==> src/rtl/round_pipe.sv <==
// round_pipe: two-stage saturating fixed-point rounder; define ROUND_SAT_CNT_EN to add the saturation event counter
module round_pipe #(
  parameter int IN_W = 17,
  parameter int FRAC_W = 4
) (
  input  logic                   clk,
  input  logic                   rst_n,
  input  logic                   in_valid,
  output logic                   in_ready,
  input  logic [IN_W-1:0]        in_mag,
  input  logic [1:0]             in_mode,
  output logic                   out_valid,
  input  logic                   out_ready,
  output logic [IN_W-FRAC_W-1:0] out_data,
  output logic                   out_sat,
  input  logic                   sat_clr,
  output logic [15:0]            sat_count
);
  localparam int OUT_W = IN_W - FRAC_W;
  logic             r_s1_valid, r_s1_inc, r_s2_valid, r_sat;
  logic [OUT_W-1:0] r_s1_int, r_data;
  logic             w_adv1, w_adv2, w_guard, w_sticky, w_lsb, w_inc, w_sat;
  logic [OUT_W-1:0] w_sum;
  assign w_adv2    = !r_s2_valid | out_ready;
  assign w_adv1    = !r_s1_valid | w_adv2;
  assign in_ready  = w_adv1;
  assign out_valid = r_s2_valid;
  assign out_data  = r_data;
  assign out_sat   = r_sat;
  assign w_guard   = in_mag[FRAC_W-1];
  assign w_lsb     = in_mag[FRAC_W];
  generate
    if (FRAC_W > 1) begin : g_sticky
      assign w_sticky = |in_mag[FRAC_W-2:0];
    end else begin : g_no_sticky
      assign w_sticky = 1'b0;
    end
  endgenerate
  // Round-increment decision for the incoming beat, selected by its own mode
  always_comb begin
    w_inc = in_mode == 2'b00 ? 1'b0 :
            in_mode == 2'b01 ? w_guard :
            in_mode == 2'b10 ? w_guard & (w_sticky | w_lsb) :
                               w_guard | w_sticky;
  end
  assign w_sat = r_s1_inc & (&r_s1_int);
  assign w_sum = r_s1_int + OUT_W'(r_s1_inc);
  // Stage 1: capture integer part and increment flag on input handshake
  always_ff @(posedge clk) begin
    if (!rst_n) begin
      r_s1_valid <= 1'b0;
      r_s1_int   <= '0;
      r_s1_inc   <= 1'b0;
    end else if (w_adv1) begin
      r_s1_valid <= in_valid;
      if (in_valid) begin
        r_s1_int <= in_mag[IN_W-1:FRAC_W];
        r_s1_inc <= w_inc;
      end
    end
  end
  // Stage 2: apply increment, clamping to all-ones instead of wrapping
  always_ff @(posedge clk) begin
    if (!rst_n) begin
      r_s2_valid <= 1'b0;
      r_data     <= '0;
      r_sat      <= 1'b0;
    end else if (w_adv2) begin
      r_s2_valid <= r_s1_valid;
      if (r_s1_valid) begin
        r_data <= w_sat ? {OUT_W{1'b1}} : w_sum;
        r_sat  <= w_sat;
      end
    end
  end
`ifdef ROUND_SAT_CNT_EN
  logic [15:0] r_sat_count;
  assign sat_count = r_sat_count;
  // Saturating count of delivered clamped results; clear has priority
  always_ff @(posedge clk) begin
    if (!rst_n || sat_clr)
      r_sat_count <= '0;
    else if (r_s2_valid && out_ready && r_sat && r_sat_count != 16'hFFFF)
      r_sat_count <= r_sat_count + 16'd1;
  end
`else
  assign sat_count = {15'd0, sat_clr & 1'b0};
`endif
endmodule

==> config.mk <==
export PLATFORM = sky130hd
export DESIGN_NAME = round_pipe
export DESIGN_NICKNAME = d
export VERILOG_FILES = /design/src/rtl/round_pipe.sv
export SDC_FILE = /design/constraint.sdc
export NUM_CORES = 1
export LEC_CHECK = 0
export ABC_AREA = 0
export CAP_MARGIN = 25
export CORE_UTILIZATION = 45
export CTS_BUF_LIST = sky130_fd_sc_hd__clkbuf_8
export CTS_CLUSTER_SIZE = 28
export DETAILED_ROUTE_END_ITERATION = 16
export PLACE_DENSITY = 0.85
export SYNTH_ARGS = -nofsm -noshare
export SYNTH_HDL_FRONTEND = slang
export SYNTH_SLANG_ARGS = --single-unit
==> constraint.sdc <==
create_clock -name clk -period 2.14 [get_ports clk]
set_clock_uncertainty 0.15 [all_clocks]
set_input_delay 0.642 -clock clk [delete_from_list [all_inputs] [get_ports clk]]
set_output_delay 0.642 -clock clk [all_outputs]
set_load 0.01 [all_outputs]
; ---- After elaboration in Yosys (flattened, before gate mapping)
; Cells that the tools add are included.
[op_classes]
n_eq_ne = 2
muxes = 4
bitwise = 6
addsub = 1
reduce_logical = 7
[ops]
columns = cell, count
row1 = 13-bit by 1-bit adder with 13-bit output, 1
row2 = 13-bit two-way mux, 1
row3 = 13-bit AND reduction, 1
row4 = 1-bit OR, 4
row5 = 2-bit AND reduction, 2
row6 = 1-bit two-way mux, 3
row7 = 3-bit OR reduction, 1
row8 = 1-bit AND, 2
row9 = "2-bit by 1-bit == test with 1-bit output, second input constant", 1
row10 = "2-bit == test, second input constant", 1
row11 = 1-bit zero test, 2
row12 = 2-bit zero test, 1
[totals]
regBits = 30
output_inout_bits = 32

; ---- Logic depth before layout (Yosys ltp)
[logic_depth]
depth_word = 6
mapped_depth = 6
ltp_nobuf = 6

; ---- Worst setup path before layout
; Ideal clock, no wire load.
[synth_path]
kind = input-to-reg
from = input port out_ready
to = register r_data[10], in the netlist out_data[10]
t_required_ps = 1868
path_buffers = 1
setup_time_ps = 122
setup_slack_ps = 470
cell_stages = 5
arrival_ps = 1398
path_cell_list = nor2b_1 nor2b_1 o31a_1 buf_6 a21oi_2
[synth_between]
elab_chain_cells = 2
[synth_lines]
columns = item, line
row1 = start: declaration, 13  ; input logic out_ready,
row2 = 1-bit OR, 24  ; assign w_adv2 = !r_s2_valid | out_ready;
row3 = 2-bit AND reduction (no source line), n/a
row4 = end signal: assignment, 71  ; r_data <= w_sat ? {OUT_W{1'b1}} : w_sum;
row5 = end: declaration, 21  ; logic [OUT_W-1:0] r_s1_int, r_data;
; Every way passes these cells.
; A chain may end at the register's enable or synchronous reset.

; ---- Worst setup path after layout
[layout_path]
from = register r_data[3], in the netlist out_data[3]
to = output port out_data[3]
[layout_rtl]
columns = item, line
row1 = end: declaration, 14  ; output logic [IN_W-FRAC_W-1:0] out_data,
; No word-level cell between the ends.

==> results.json <==
{
  "max_slew.worst_pin.slew_ns": 0.606,
  "irDropWorstVdd_v": 0.000400,
  "ant_nets": 0,
  "cts_tree": "yes",
  "final_cells": 262,
  "slew_viol_final": 0,
  "cp_data_required_time_ns": 1.35,
  "vias": 1242,
  "path_buf_inv": 1,
  "die_width_um": 59.0,
  "crit_family": "buffers and inverters",
  "yosys.area_share.adder": 0.0171,
  "path_cells": "clkdlybuf4s50_1",
  "track_usage": 0.197,
  "grt_pass1_vias": 1163,
  "synth_top_cell_by_area": "dfxtp_1",
  "path_class": "reg -> out",
  "ys_types": 30,
  "cts_inserted_buffers": 5,
  "synth.area.mux_share": 0,
  "dp.final_hpwl_mm": 2.18,
  "drt_iter0_drc": 32,
  "core_area_um2": 3080,
  "postCtsSetupBuffers": 0,
  "cts.path.max_buffers": 2,
  "timing.final.crit_share": 0.926,
  "p_sw_mw": 0.327,
  "wl_per_cell_um": 11.1,
  "place_congestion": 0.790,
  "start_util": 0.475,
  "h-tree-depth": 2,
  "io_buffers": 38,
  "ys_top_cells_by_area": "dfxtp_1, buf_4, nand2_1",
  "n_fill_cell": 279,
  "power_frac_seq": 0.483,
  "clock-root-buffer": "clkbuf_8",
  "drive_gt1_frac": 0.124,
  "num_rows": 20,
  "crit_arrival_ns": 1.19,
  "synth-edff-count": 0,
  "setup_viol": 0,
  "cpPeakStageDelay_ns": 0.55,
  "rsz0062_at_grt": "false",
  "powerDensity_nw_per_um2": 655,
  "hold_buffers": 0,
  "fin_ws_ns": 0.157,
  "hold_viol": 0,
  "clkPwrFrac": 0.357,
  "p_int_mw": 0.963,
  "clk_pin_slew_ns": 0.07,
  "period_needed_ns": 1.98,
  "leakagePower_nw": 0.731,
  "grt_max_degree": 31,
  "synth_warnings": 0,
  "dieArea_um2": 3480,
  "final_net_count": 243,
  "avgSynthCellArea_um2": 8.50,
  "pin_count": 56,
  "die_h_um": 59.0,
  "clkLatencyLatePin_ns": 0.28,
  "status": "completed",
  "slew_headroom": 0.596,
  "synthFlopType": "dfxtp_1",
  "seq_area_um2": 601,
  "switching_share": 0.253,
  "dp.cells": 254,
  "final_common_cell": "clkdlybuf4s50_1",
  "fmax_ghz": 0.504,
  "synth_compound_area_frac": 0.225,
  "area_growth_pct": 34.6,
  "fin_area_um2": 1970,
  "min-delay-path-class": "reg -> reg",
  "synth_top_area_frac": 0.411,
  "synth-async-reset-ratio": 0,
  "p_comb_frac": 0.161,
  "synth_seq_cells": 30,
  "postRouteWirelength_mm": 2.91,
  "setup.worst_path.start_class": "flop",
  "fin_setup_tns_ns": 0,
  "diodes": 0,
  "placed_cell_area_um2": 1880,
  "syn-cell-area_um2": 1460,
  "cap_violations": 0,
  "multiInputGateArea_um2": 747,
  "drc": 0,
  "fin_hold_ws_ns": 0.340,
  "pre_cts_slack_ns": -0.424,
  "grt_overflow": 0,
  "synthXorXnorAreaFrac": 0.0659,
  "avgViaCountPerCell": 4.74,
  "crit_fanout": 2,
  "cpMaxStageDelayCell": "clkdlybuf4s50_1",
  "layout_common_cells": "clkdlybuf4s50_1, nand2_1, dfxtp_1, conb_1, o21ai_0",
  "cts_sinks": 30,
  "endpoint_kind": "primary output",
  "syn_inst": 172,
  "synth-simple-area-share": 0.162,
  "drt-pass1-iter-count": 4,
  "grt_first_pass_wirelength_mm": 5.00,
  "synth_top_family_by_area": "compound AO/OA/AOI/OAI gates",
  "ys_seq_area_frac": 0.411,
  "antenna_found_initial": 0
}
-- cells in the mapped netlist (2+ instances only) --
| master | instances |
|---|---|
| nand2_1 | 31 |
| nor2b_1 | 2 |
| nand3_1 | 3 |
| o31a_1 | 2 |
| nor2_1 | 4 |
| o21ai_0 | 15 |
| xnor2_1 | 9 |
| a21oi_2 | 10 |
| nor3_1 | 3 |
| buf_2 | 2 |
| a21boi_0 | 12 |
| nor4_1 | 2 |
| nand4_1 | 3 |
| xor2_1 | 2 |
| inv_1 | 4 |
| a21oi_1 | 5 |
| buf_4 | 16 |
| a21boi_1 | 2 |
| dfxtp_1 | 30 |
| ha_1 | 2 |
| clkbuf_1 | 4 |
-- power by group through the flow --
| stage | registers, mW | clock network [mW] | logic (mW) |
|---|---|---|---|
| floorplan | 0.638 | 0 | 0.115 |
| global placement | 0.633 | 0 | 0.205 |
| detailed placement | 0.634 | 0 | 0.209 |
| CTS | 0.622 | 0.472 | 0.210 |
| global route | 0.627 | 0.488 | 0.231 |
| finish | 0.622 | 0.460 | 0.207 |
-- metal layers --
layer / vias up / track usage / wire [um]
met5: - / 0 / 0
met3: 6 / 0.0655 / 118
met4: 0 / 0.0816 / 50
met2: 35 / 0.364 / 1510
li1: 643 / - / -
met1: 558 / 0.204 / 1230
-- cell type report --
| class | count | share of cell area |
|---|---|---|
| clock buffer | 6 | 0.0420 |
| sequential | 30 | 0.305 |
| tap | 44 | 0.0280 |
| multi-input combinational | 130 | 0.380 |
| clock inverter | 2 | 0.00445 |
| inverter | 4 | 0.00763 |
| timing repair buffer | 46 | 0.233 |
-- worst min-delay path, cell delays in order, from the launching register on --
cell	delay, ns
dfxtp_1	0.32
nand2_1	0.05
a21boi_0	0.06
-- path summary, 6_finish.rpt --
path / from / to / slack [ns] / depth (start not counted)
setup / recovery: out_data[3] / out_data[3] / 0.16 / 1
hold / removal: r_s1_int[0] / r_s1_int[0] / 0.34 / 2
setup reg to reg: r_s1_inc / out_data[10] / 0.47 / 6
hold reg to reg: r_s1_int[0] / r_s1_int[0] / 0.34 / 2
-- state kept, by name, indices dropped and copies added, names as in the netlist --
register and count:
r_s1_inc 1, out_valid 1, out_data 13, r_s1_valid 1, r_s1_int 13, out_sat 1
-- stage by stage --
| stage | total power [mW] | utilization |
|---|---|---|
| final | 1.29 | 0.639 |
| after global routing | 1.35 | 0.639 |
| after CTS | 1.30 | 0.639 |
| after detailed placement | 0.844 | 0.612 |
| after global placement | 0.838 | 0.612 |
| after floorplan | 0.753 | - |
-- what timing repair did --
item	in CTS	in global routing
hold endpoints to repair	0	0
endpoints found under the setup margin	1	0
gates resized for setup	5	0
-- logic make-up (layout without fill, tap and decap cells) --
logic type	after synthesis	after routing
compound gates	49	49
xor+xnor	11	11
fa+ha+maj	2	2
buf+inv	27	58
flops	30	30
other cells	1	16
simple gates	52	52
(Power assumes the default switching activity.)
